## src/rtl/wb_regfile.sv

```systemverilog
// Writeback stage: result select, 32 x XLEN integer register file with two decode read ports,
// and retired-instruction counter. Define REGFILE_BYPASS_EN for write-through reads.
module wb_regfile #(
    parameter int unsigned XLEN  = 32,
    parameter int unsigned CNT_W = 64
) (
    input  logic             clk,
    input  logic             rst,
    input  logic             ValidW,
    input  logic             RegWriteW,
    input  logic [1:0]       ResultSrcW,
    input  logic [XLEN-1:0]  Adder4W,
    input  logic [XLEN-1:0]  ALUResultW,
    input  logic [XLEN-1:0]  ReadDataW,
    input  logic [4:0]       RDW,
    input  logic [4:0]       RS1D,
    input  logic [4:0]       RS2D,
    output logic [XLEN-1:0]  RD1D,
    output logic [XLEN-1:0]  RD2D,
    output logic [XLEN-1:0]  ResultW,
    output logic [CNT_W-1:0] InstRetW
);

    logic [XLEN-1:0] regs [32];
    logic            we;

    always_comb begin
        case (ResultSrcW)
            2'b01:   ResultW = ReadDataW;
            2'b10:   ResultW = Adder4W;
            default: ResultW = ALUResultW;
        endcase
    end

    always_comb begin
        we = ValidW & RegWriteW & (RDW != 5'd0);
    end

    // Entry 0 is reset and never written; reads of index 0 are forced to zero anyway.
    always_ff @(posedge clk or negedge rst) begin
        if (!rst) begin
            regs     <= '{default: '0};
            InstRetW <= '0;
        end else begin
            if (we) begin
                regs[RDW] <= ResultW;
            end
            if (ValidW) begin
                InstRetW <= InstRetW + CNT_W'(1);
            end
        end
    end

    always_comb begin
        RD1D = '0;
        RD2D = '0;
        if (RS1D != 5'd0) begin
            RD1D = regs[RS1D];
        end
        if (RS2D != 5'd0) begin
            RD2D = regs[RS2D];
        end
`ifdef REGFILE_BYPASS_EN
        // we already excludes RDW==0, so x0 can never be bypassed.
        if (we && (RS1D == RDW)) begin
            RD1D = ResultW;
        end
        if (we && (RS2D == RDW)) begin
            RD2D = ResultW;
        end
`endif
    end

endmodule

```

## config.mk

```make
export PLATFORM = sky130hd
export DESIGN_NAME = wb_regfile
export DESIGN_NICKNAME = d
export VERILOG_FILES = /design/src/rtl/wb_regfile.sv
export SDC_FILE = /design/constraint.sdc
export NUM_CORES = 2
export LEC_CHECK = 0
export CORE_MARGIN = 5
export CORE_UTILIZATION = 62
export DETAILED_ROUTE_END_ITERATION = 8
export GPL_ROUTABILITY_DRIVEN = 1
export PLACE_DENSITY = 0.79
export REMOVE_ABC_BUFFERS = 1
export SKIP_LAST_GASP = 1
export SLEW_MARGIN = 20
export SYNTH_ARGS = -nofsm -noshare
export SYNTH_HDL_FRONTEND = slang
export SYNTH_SLANG_ARGS = --single-unit
```

## constraint.sdc

```tcl
create_clock -name clk -period 5.3 [get_ports clk]
set_input_delay 1.325 -clock clk [delete_from_list [all_inputs] [get_ports clk]]
set_output_delay 1.325 -clock clk [all_outputs]
set_load 0.02 [all_outputs]
```

# [Word level (Yosys, flattened, before mapping)]
# Cells that the tools add are included.
[op_classes] n_addsub=1 mul=0 div=0 order_cmp=4 eq_ne=2 n_shift=0 mux=12 n_bitwise=5 reduce_logical=4
[ops] cell="1024-bit bitwise mux" count=1
[ops] cell="32-bit binary-select mux with 5-bit select" count=2
[ops] cell="32-bit two-way mux" count=7
[ops] cell="32-bit demux with 5-bit select" count=1
[ops] cell="64-bit by 1-bit adder with 64-bit output, second input constant" count=1
[ops] cell="32-bit one-hot mux with 2 select lines" count=1
[ops] cell="6-bit >= comparator, second input constant" count=3
[ops] cell="5-bit inverter with 6-bit output" count=3
[ops] cell="5-bit nonzero test" count=3
[ops] cell="6-bit by 1-bit less-than comparator with 1-bit output, second input constant" count=1
[ops] cell="1-bit AND" count=2
[ops] cell="2-bit by 1-bit equality test with 1-bit output, second input constant" count=1
[ops] cell="2-bit equality test, second input constant" count=1
[ops] cell="1-bit logical AND" count=1
[totals] reg_bits=1088 latchBits=0 ramBits=0 rom_bits=0 inputBits=117 elab_cells=61 memories=0

# [Depth between registers and ports, before layout]
[depth] word_depth=6 depth_mapped=10 ltp_nobuf=6

# [Least setup slack after synthesis]
# OpenSTA, ideal clock, no wires.
[synth_timing] path_kind="input to output" startpoint="input port RS2D[1]" endpoint="output port RD2D[31]" t_arrival_ns=3.582 slack_ns=0.393 path_stages=8 path_buffers=4 path_cell_list="buf_2 > buf_4 > buf_6 > buf_4 > nor2_1 > a222oi_1 > o21ai_0 > a2111oi_0"
[synth_via] elab_chain_len=5
[synth_rtl] element="start: declaration" line_no="17" source="input logic [4:0] RS2D,"
[synth_rtl] element="5-bit inverter with 6-bit output (not written as such)" line_no="61" source="RD2D = regs[RS2D];"
[synth_rtl] element="32-bit binary-select mux with 5-bit select" line_no="61"
[synth_rtl] element="32-bit two-way mux (not written as such) (2 in series)" line_no="61"
[synth_rtl] element="32-bit two-way mux *" line_no="60" source="if (RS2D != 5'd0) begin"
[synth_rtl] element="end: declaration" line_no="19" source="output logic [XLEN-1:0] RD2D,"
# Every way passes the cells marked *; elsewhere a longest branch is shown, timed or not. The select of a mux whose other input is x is not followed.

# [Worst setup path after layout]
[layout_timing] startpoint="input port RS2D[4]" endpoint="output port RD2D[20]"
# Same word-level chain as after synthesis.

==> flow_summary.toml <==
[timing]
hold_violations = 0
period_needed_ps = 5300
fin_crit_sh_pct = 99.9
rsz0062_at_grt = "yes"
maxSlewHeadroom_pct = 30.0
setup_violations = 0
drv_slew = 0
skew_ps = 14.9
finalWorstSetupSlack_ps = 4.98
worst_pin_slew_ps = 1050
max_freq_ghz = 0.189

[drt]
drtIter0Drc = 5435
vias_per_cell = 6.89
wirelength_um = 177000
vias = 44400
ant_nets = 0
first_pass_iters = 5
wire_per_inst_um = 27.6
drc = 0

[clocking]
htreeDepth = 3
insertion_delay_ps = 690
cts_root_buf = "clkbuf_16"
clk_path_buf_depth = 3
path_clk_slew_ps = 60
cts_tree = "done"
cts_sinks = 1088
hold_buffers = 0
cts-buffers-inserted = 110

[placed_design]
place.port_buffers = 276
pre_cts_slack_ps = -10.8
dpl_cell_area_sq_mm = 0.0607
place_congestion = 0.869
hpwl_um = 107000
place_inst = 6233

[finish]
design_area_sq_mm = 0.0645
post_layout_nonfiller_instances = 6437
multi_input_area_sq_mm = 0.0263
nets = 5300
fillers = 5776
drive_above_1_share_pct = 20.4
syn_to_final_growth_pct = 16.2
seqCellArea_sq_mm = 0.0272
fin_util_pct = 72.8

[global_route]
grt_usage_pct = 37.2
grt_max_degree = 111
grt_pass1_wl_um = 271000
grt_pass1_vias = 45800
overflow = 0
antenna_found_initial = 0

[setup_path]
worst_ep_required_time_ps = 3970
startpoint_type = "input pin"
ff2ff_path_depth = 6
cp-endpoint = "RD2D[20]"
critical_path_class = "input pin to output pin"
crit_path_start = "RS2D[4]"
arrival_ps = 3970
cp_max_fo = 8
regToRegSetupSlack_ps = 2450
worst_r2r_endpoint = "InstRetW[56]"
r2r-start = "InstRetW[0]"
critPathCaptureType = "output pin"

[floorplanning]
row_count = 109
start_util_pct = 62.7
dieArea_sq_mm = 0.0957
die-width_um = 309
die_h_um = 309
coreArea_sq_mm = 0.0886
io_pins = 277

[logic_synthesis]
synth_top_cell_area_share_pct = 49.0
ys_types = 48
yosysSeqAreaShare_pct = 49.0
ys_warn_count = 0
synthCells = 5045
synth_edf_count = 0
avgSynthCellArea_sq_um = 11.0
synth-main-ff-cell = "dfrtp_1"
netlist_area_sq_mm = 0.0555
synth_area_leader_cell = "dfrtp_1"
ys_ff_latch = 1088
synth.area.top_cells = "dfrtp_1, mux4_2, o21ai_0"
postSynth.asyncResetShare_pct = 100

[power]
p_per_area_mw_per_mm2 = 338
total_power_mw = 21.8
vdd_drop_max_v = 0.000300
p_leak_nw = 27.8

[run]
cap_viol_max_count = 0

[worst_hold_path]
hold_class = "flip-flop to flip-flop"
worstHoldStart = "regs[995]"

[status]
status = "complete, no violations"
cells by family after synthesis:
kind of cell,share of synthesized area (%)
AO/OA/AOI/OAI,13.0
XOR/XNOR,0.993
adder cells (fa/ha/maj),0.0676
buffers and inverters,4.23
flip-flops,49.0
multiplexers,22.4
AND/OR/NAND/NOR,10.3
worst min-delay path by stage:
| stage | endpoint | slack [ps] | cells past startpoint |
|---|---|---|---|
| after floorplan | regs[1000] | 350 | 0 |
| after global placement | regs[1001] | 360 | 0 |
| after detailed placement | regs[1009] | 360 | 0 |
| after CTS | regs[1001] | 380 | 0 |
| after global routing | regs[1011] | 380 | 0 |
| final | regs[995] | 370 | 0 |
registers in the layout, summed over array words and instances (netlist names):
name and cells:
regs 1024, InstRetW 64
repair_timing:
action                                  CTS  global route
buffers inserted                          0             0
endpoints found under the setup margin    5            10
resized for setup                         4             8
layout make-up:
class                      instances  share of cell area [%]
antenna                            1                 0.00388
clock buffer                     163                    5.11
clock inverter                    40                   0.793
inverter                          46                   0.268
multi-input combinational       3386                    40.7
sequential                      1088                    42.2
tap                             1165                    2.26
timing repair buffer             548                    8.65
stage by stage:
step           TNS, ps  hold WS, ps
2_1_floorplan    -2000          349
3_3_place_gp     -7.50          361
3_5_place_dp     -10.8          363
4_1_cts              0          377
5_1_grt          -37.4          382
6_report             0          374
worst max-delay path, stage by stage:
cell and delay [ps]:
clkdlybuf4s50_1 510, buf_12 160, or2_2 250, or4_1 140, buf_4 260, o221ai_1 260
a211oi_1 370, clkdlybuf4s50_1 680
metal layers:
layer	part of all wire, %	vias up	global-route usage [%]
met5	0	-	0
met4	6.9	0	21.2
met3	11	795	9.73
met2	47	2899	58.8
met1	35	22200	47.6
li1	-	18500	-
synthesized netlist by cell type, drive strengths merged (7+ instances only):
master  instances
dfrtp        1088
nand2        1059
o21ai        1006
mux4          484
clkbuf        393
buf           132
a211oi        116
nor2          112
mux2i         111
nor2b          64
a22oi          57
a21oi          49
inv            45
mux2           39
xnor2          34
nor3           31
nor4           30
o22ai          30
xor2           29
nand3          26
nand4          18
o221ai         18
a221oi         12
and4           11
a31oi           8
a32oi           8
and3            7
cell usage in the layout (no fill, tap or decap), drive strengths merged, types with 12 or more instances in the layout:
cell / netlist / layout
o21ai: 1006 / 1006
nand4: 18 / 18
mux2i: 111 / 111
clkdlybuf4s50: 0 / 261
xnor2: 34 / 34
o22ai: 30 / 30
xor2: 29 / 29
a22oi: 57 / 57
clkbuf: 393 / 164
nor3: 31 / 31
nand3: 26 / 26
nand2: 1059 / 1059
nor2: 112 / 112
dfrtp: 1088 / 1088
o221ai: 18 / 18
a221oi: 12 / 12
mux2: 39 / 39
a21oi: 49 / 49
clkinv: 1 / 17
buf: 132 / 281
a211oi: 116 / 116
inv: 45 / 48
nor2b: 64 / 64
mux4: 484 / 484
nor4: 30 / 30
power by group:
part,internal [mW],switching (mW),total (mW)
logic,1.76,1.93,3.69
clock network,4.79,3.37,8.16
registers,9.21,0.758,9.97
total,15.8,6.06,21.8
Note: power is estimated with default switching activity, not from simulation.
